File: src/rtl/uart_tx_feeder.sv
`default_nettype none
// ============================================================================
// Module      : uart_tx_feeder
// Description : Packet staging stage in front of the 64-bit UART transmitter.
//               Buffers outbound packets in a small circular FIFO. Presents
//               one packet at a time on tx_data with a load strobe, and
//               follows tx_busy so that a frame is never reloaded mid-send.
//               Optional odd parity in the MSB is enabled by defining
//               UART_TX_FEEDER_PARITY_EN.
// Ports       : txclk, reset_n (async, active-low)
//               pkt_in/pkt_valid/pkt_ready   - upstream packet push
//               tx_enable/tx_busy            - transmitter status inputs
//               tx_data/ld_tx_data/tx_done   - transmitter load interface
//               fifo_count/empty/half/full   - FIFO status
// Revision    : 1.0 - initial release
// ============================================================================
module uart_tx_feeder #(
  parameter int WIDTH = 64,
  parameter int DEPTH = 4,
  parameter int CW    = $clog2(DEPTH) + 1
) (
  input  logic             txclk,
  input  logic             reset_n,
  input  logic [WIDTH-1:0] pkt_in,
  input  logic             pkt_valid,
  output logic             pkt_ready,
  input  logic             tx_enable,
  input  logic             tx_busy,
  output logic [WIDTH-1:0] tx_data,
  output logic             ld_tx_data,
  output logic             tx_done,
  output logic [CW-1:0]    fifo_count,
  output logic             fifo_empty,
  output logic             fifo_half,
  output logic             fifo_full
);

  localparam int c_AW = $clog2(DEPTH);

  typedef enum logic [1:0] {
    S_IDLE      = 2'd0,
    S_LOAD      = 2'd1,
    S_WAIT_BUSY = 2'd2,
    S_SENDING   = 2'd3
  } state_t;

  state_t            r_state;
  state_t            w_state_next;
  logic              w_ld_next;
  logic              w_done_next;
  logic              w_pop;
  logic              w_push;

  logic [WIDTH-1:0]  r_mem [DEPTH];
  logic [c_AW-1:0]   r_wr_ptr;
  logic [c_AW-1:0]   r_rd_ptr;
  logic [CW-1:0]     r_count;
  logic [WIDTH-1:0]  w_head;
  logic [WIDTH-1:0]  w_load_data;

  // ---------------------------------------------------------------------------
  // FIFO status. A full FIFO refuses a push even if a pop happens that cycle.
  // ---------------------------------------------------------------------------
  assign fifo_count = r_count;
  assign fifo_empty = (r_count == '0);
  assign fifo_full  = (r_count == CW'(DEPTH));
  assign fifo_half  = (r_count >= CW'(DEPTH / 2));
  assign pkt_ready  = !fifo_full;
  assign w_push     = pkt_valid && pkt_ready;

  assign w_head = r_mem[r_rd_ptr];

`ifdef UART_TX_FEEDER_PARITY_EN
  // XNOR-reduce of the payload makes the total number of ones odd.
  assign w_load_data = {~^w_head[WIDTH-2:0], w_head[WIDTH-2:0]};
`else
  assign w_load_data = w_head;
`endif

  // Storage array carries no reset; occupancy is tracked by r_count.
  always_ff @(posedge txclk) begin
    if (w_push) begin
      r_mem[r_wr_ptr] <= pkt_in;
    end
  end

  // Pointers are c_AW bits wide, so they wrap at DEPTH (a power of 2).
  always_ff @(posedge txclk or negedge reset_n) begin
    if (!reset_n) begin
      r_wr_ptr <= '0;
      r_rd_ptr <= '0;
      r_count  <= '0;
    end else begin
      if (w_push) begin
        r_wr_ptr <= r_wr_ptr + c_AW'(1);
      end
      if (w_pop) begin
        r_rd_ptr <= r_rd_ptr + c_AW'(1);
      end
      case ({w_push, w_pop})
        2'b10:   r_count <= r_count + CW'(1);
        2'b01:   r_count <= r_count - CW'(1);
        default: r_count <= r_count;
      endcase
    end
  end

  // ---------------------------------------------------------------------------
  // Load FSM: state and registered outputs.
  // ---------------------------------------------------------------------------
  always_ff @(posedge txclk or negedge reset_n) begin
    if (!reset_n) begin
      r_state    <= S_IDLE;
      ld_tx_data <= 1'b0;
      tx_done    <= 1'b0;
      tx_data    <= '0;
    end else begin
      r_state    <= w_state_next;
      ld_tx_data <= w_ld_next;
      tx_done    <= w_done_next;
      if (w_pop) begin
        tx_data <= w_load_data;
      end
    end
  end

  always_comb begin
    w_state_next = r_state;
    w_ld_next    = 1'b0;
    w_done_next  = 1'b0;
    w_pop        = 1'b0;
    case (r_state)
      S_IDLE: begin
        if (!fifo_empty && tx_enable && !tx_busy) begin
          w_pop        = 1'b1;
          w_ld_next    = 1'b1;
          w_state_next = S_LOAD;
        end
      end
      S_LOAD: begin
        // The transmitter only sees the strobe on an enabled cycle, so the
        // strobe stays up across gated cycles.
        if (tx_enable) begin
          w_state_next = S_WAIT_BUSY;
        end else begin
          w_ld_next = 1'b1;
        end
      end
      S_WAIT_BUSY: begin
        if (tx_busy) begin
          w_state_next = S_SENDING;
        end
      end
      S_SENDING: begin
        if (!tx_busy) begin
          w_done_next  = 1'b1;
          w_state_next = S_IDLE;
        end
      end
      default: w_state_next = S_IDLE;
    endcase
  end

endmodule
`default_nettype wire
File: config.mk
export PLATFORM = sky130hd
export DESIGN_NAME = uart_tx_feeder
export DESIGN_NICKNAME = d
export VERILOG_FILES = /design/src/rtl/uart_tx_feeder.sv
export SDC_FILE = /design/constraint.sdc
export NUM_CORES = 1
export LEC_CHECK = 0
export BUFFER_PORTS_ARGS = -buffer_cell sky130_fd_sc_hd__buf_4
export CORE_AREA = 2 2 160 162
export DETAILED_ROUTE_END_ITERATION = 10
export DIE_AREA = 0 0 162 164
export PLACE_DENSITY = 0.72
export SLEW_MARGIN = 15
export SYNTH_ARGS = -nofsm -noshare
export SYNTH_HDL_FRONTEND = slang
export SYNTH_SLANG_ARGS = --single-unit
File: constraint.sdc
create_clock -name txclk -period 2.7 [get_ports txclk]
set_clock_uncertainty 0.05 [all_clocks]
set_input_delay 0.135 -clock txclk [delete_from_list [all_inputs] [get_ports txclk]]
set_output_delay 0.135 -clock txclk [all_outputs]
set_load 0.03 [all_outputs]
==> impl_metrics.env <==
export IMPL_status="finished clean"
export IMPL_fin_cells=1122
export IMPL_placed_cell_area_sq_mm=0.01383
export IMPL_rrSetupSlack_ns=0.38
export IMPL_cap_violations=0
export IMPL_cts_max_path_buffers=3
export IMPL_nNetsFinal=846
export IMPL_crit_slowest_cell="dfrtp_1"
export IMPL_die_width_um=162
export IMPL_crit_chain="inv_1 -> nand3_1 -> and2_1 -> inv_1 -> ha_1 -> inv_1 -> fa_1 -> xor2_1 -> nor2_1 -> xor2_1"
export IMPL_synth_edff_count=256
export IMPL_synth_cells=533
export IMPL_power_leakage_nw=5.742
export IMPL_start_util=0.4948
export IMPL_netlist_area_sq_mm=0.01228
export IMPL_min_period_ns=2.320
export IMPL_ys_seq_elements=331
export IMPL_place_gp_congestion=0.7672
export IMPL_synth_main_ff_cell="edfxtp_1"
export IMPL_n_fill_cell=1703
export IMPL_end_kind="flop"
export IMPL_hold_violations=0
export IMPL_synth_distinct_cells=26
export IMPL_synth_area_leaders="edfxtp_1 63%, dfrtp_1 15%, mux4_2 12%, mux2_2 6.1%, ha_1 1.0%"
export IMPL_drc=0
export IMPL_min_to="r_wr_ptr[0]$_DFFE_PN0P_"
export IMPL_dp_cells=993
export IMPL_ant_nets=0
export IMPL_fin_total_pwr_mw=17.83
export IMPL_powerDensity_mw_per_mm2=1139
export IMPL_die_area_sq_mm=0.02657
export IMPL_min_from="pkt_valid"
export IMPL_period_share=0.8592
export IMPL_dr_total_vias=5922
export IMPL_cts_buffers=34
export IMPL_path_max_fanout=7
export IMPL_critPathLaunch="fifo_count[1]$_DFFE_PN0P_"
export IMPL_routed_wl_um=23290
export IMPL_grt_max_degree=68
export IMPL_crit_top_cell="inv_1"
export IMPL_ctsHoldBuffers=67
export IMPL_fin_area_sq_mm=0.01565
export IMPL_areaGrowthSynthToFinish_pct=27.46
export IMPL_worstMarginPinSlew_ns=0.9588
export IMPL_cts_root_buffer="clkbuf_16"
export IMPL_fmaxAchievable_mhz=431.0
export IMPL_cts_resized=0
export IMPL_via_per_inst=5.278
export IMPL_worst_path_buf_inv=3
export IMPL_core_area_sq_mm=0.02482
export IMPL_hold_depth=3
export IMPL_yosysSeqAreaShare=0.7788
export IMPL_yosys_warnings=0
export IMPL_groute_usage_overall=0.1814
export IMPL_drt_wirelength_per_cell_um=20.75
export IMPL_avgSynthCellArea_sq_um=23.04
export IMPL_yosysTopAreaCellShare=0.6260
export IMPL_worstSetupPathType="reg2reg"
export IMPL_gr_total_overflow=0
export IMPL_final_core_util=0.6307
export IMPL_cp_required_ns=3.06
export IMPL_start_kind="flop"
export IMPL_worstReg2RegStart="fifo_count[1]$_DFFE_PN0P_"
export IMPL_yosysMostFrequentCell="edfxtp_1"
export IMPL_drt_pass1_iterations=4
export IMPL_rows=58
export IMPL_grt_pass1_vias=6606
export IMPL_synth_common_cells="256 x edfxtp_1, 75 x dfrtp_1, 66 x mux2_2"
export IMPL_grt_pass1_wl_um=36530
export IMPL_drive_gt1_frac=0.4324
export IMPL_seq_area_sq_mm=0.009572
export IMPL_reg2regPathDepth=10
export IMPL_h_tree_depth=2
export IMPL_async_flop_share=0.2266
export IMPL_cts_sinks=331
export IMPL_drtIter0Drc=387
export IMPL_relSlewSlack=0.3608
export IMPL_synth_nets=613
export IMPL_antenna_found_initial=1
export IMPL_hp_class="in2reg"
export IMPL_critPathArrivalTime_ns=2.68
export IMPL_drv_slew=0
export IMPL_hpwl_um=12850
export IMPL_multiInputGateArea_sq_mm=0.002557
export IMPL_slowest_delay_ns=0.45
export IMPL_ioPinCount=142
export IMPL_yosysTopAreaCell="edfxtp_1"
export IMPL_setup_viol=0
export IMPL_io_buffers=141
export IMPL_finalSetupTns_ns=0
export IMPL_cts_tree="built"
export IMPL_cpLargestDelayFamily="simple AND/OR/NAND/NOR gates"
export IMPL_cts_setup_buffers=0
export IMPL_ir_worst_vdd_v=0.0007452
export IMPL_clkTransAtPathRegs_ns=0.06
export IMPL_rsz0062_at_grt="false"
export IMPL_clk_latency_ns=0.49
export IMPL_dieHeight_um=164
export IMPL_regToRegEndpoint="fifo_count[2]$_DFFE_PN0P_"
[registers in the layout, summed over array words and instances, names as in the netlist]
register    count
ld_tx_data      1
r_state         2
tx_done         1
fifo_count      3
tx_data        64
r_wr_ptr        2
r_rd_ptr        2
r_mem         256
[worst register-to-register path, delay by kind of cell (launching register included)]
family	cells	cell delay, ns
xor+xnor	2	0.32
fa+ha+maj	2	0.55
buf+inv	3	0.27
flops	1	0.45
simple gates	3	0.62
[metal layers]
metal | vias up | track usage | routed length (um)
met1 | 3075 | 0.2348 | 9538
met4 | 0 | 0.04706 | 332
li1 | 2626 | - | -
met3 | 29 | 0.03232 | 1349
met2 | 192 | 0.3207 | 12070
met5 | - | 0 | 0
[kinds of logic after synthesis]
family	synth area share
AND/OR/NAND/NOR	0.008762
AO/OA/AOI/OAI	0.003057
XOR/XNOR	0.004280
buffers and inverters	0.01457
flip-flops	0.7788
multiplexers	0.1787
adder cells (fa/ha/maj)	0.01182
[how the worst max path moves through the flow]
stage,cells after the start,endpoint,slack (ns)
3_3_place_gp,10,fifo_count[2]$_DFFE_PN0P_,0.51
4_1_cts,10,fifo_count[2]$_DFFE_PN0P_,0.38
5_1_grt,10,fifo_count[2]$_DFFE_PN0P_,0.18
2_1_floorplan,3,r_mem[0][0]$_DFFE_PP_,0.20
6_report,10,fifo_count[2]$_DFFE_PN0P_,0.38
3_5_place_dp,10,fifo_count[2]$_DFFE_PN0P_,0.37
[through the flow]
stage	hold slack (ns)	worst slack, ns
final	0.02816	0.3800
after global routing	0.04985	0.1766
after CTS	0.002779	0.3819
after detailed placement	0.2880	0.3688
after global placement	0.2829	0.5140
after floorplan	-0.2106	0.2016
[power by group]
part | switching (mW) | internal [mW]
Sequential | 0.749 | 6.94
Combinational | 2.86 | 2.58
Clock | 1.82 | 2.88
Total | 5.42 | 12.4
[cells in the final DEF, fill, tap and decap left out, types with 6 or more instances in the layout]
master / instances
edfxtp_1: 256
buf_4: 142
dfrtp_1: 73
dlygate4sd3_1: 67
mux2_2: 66
mux4_2: 64
clkbuf_16: 37
inv_1: 11
ha_1: 10
buf_12: 9
clkinv_2: 6
[area by class of cell]
| class | count | share of cell area |
|---|---|---|
| tap | 330 | 0.02638 |
| inverter | 11 | 0.002638 |
| sequential | 331 | 0.6115 |
| clock buffer | 46 | 0.06387 |
| antenna | 1 | 0.0001599 |
| multi-input combinational | 170 | 0.1634 |
| timing repair buffer | 218 | 0.1225 |
| clock inverter | 15 | 0.009592 |
No activity file was read; power rests on OpenSTA's default activity.
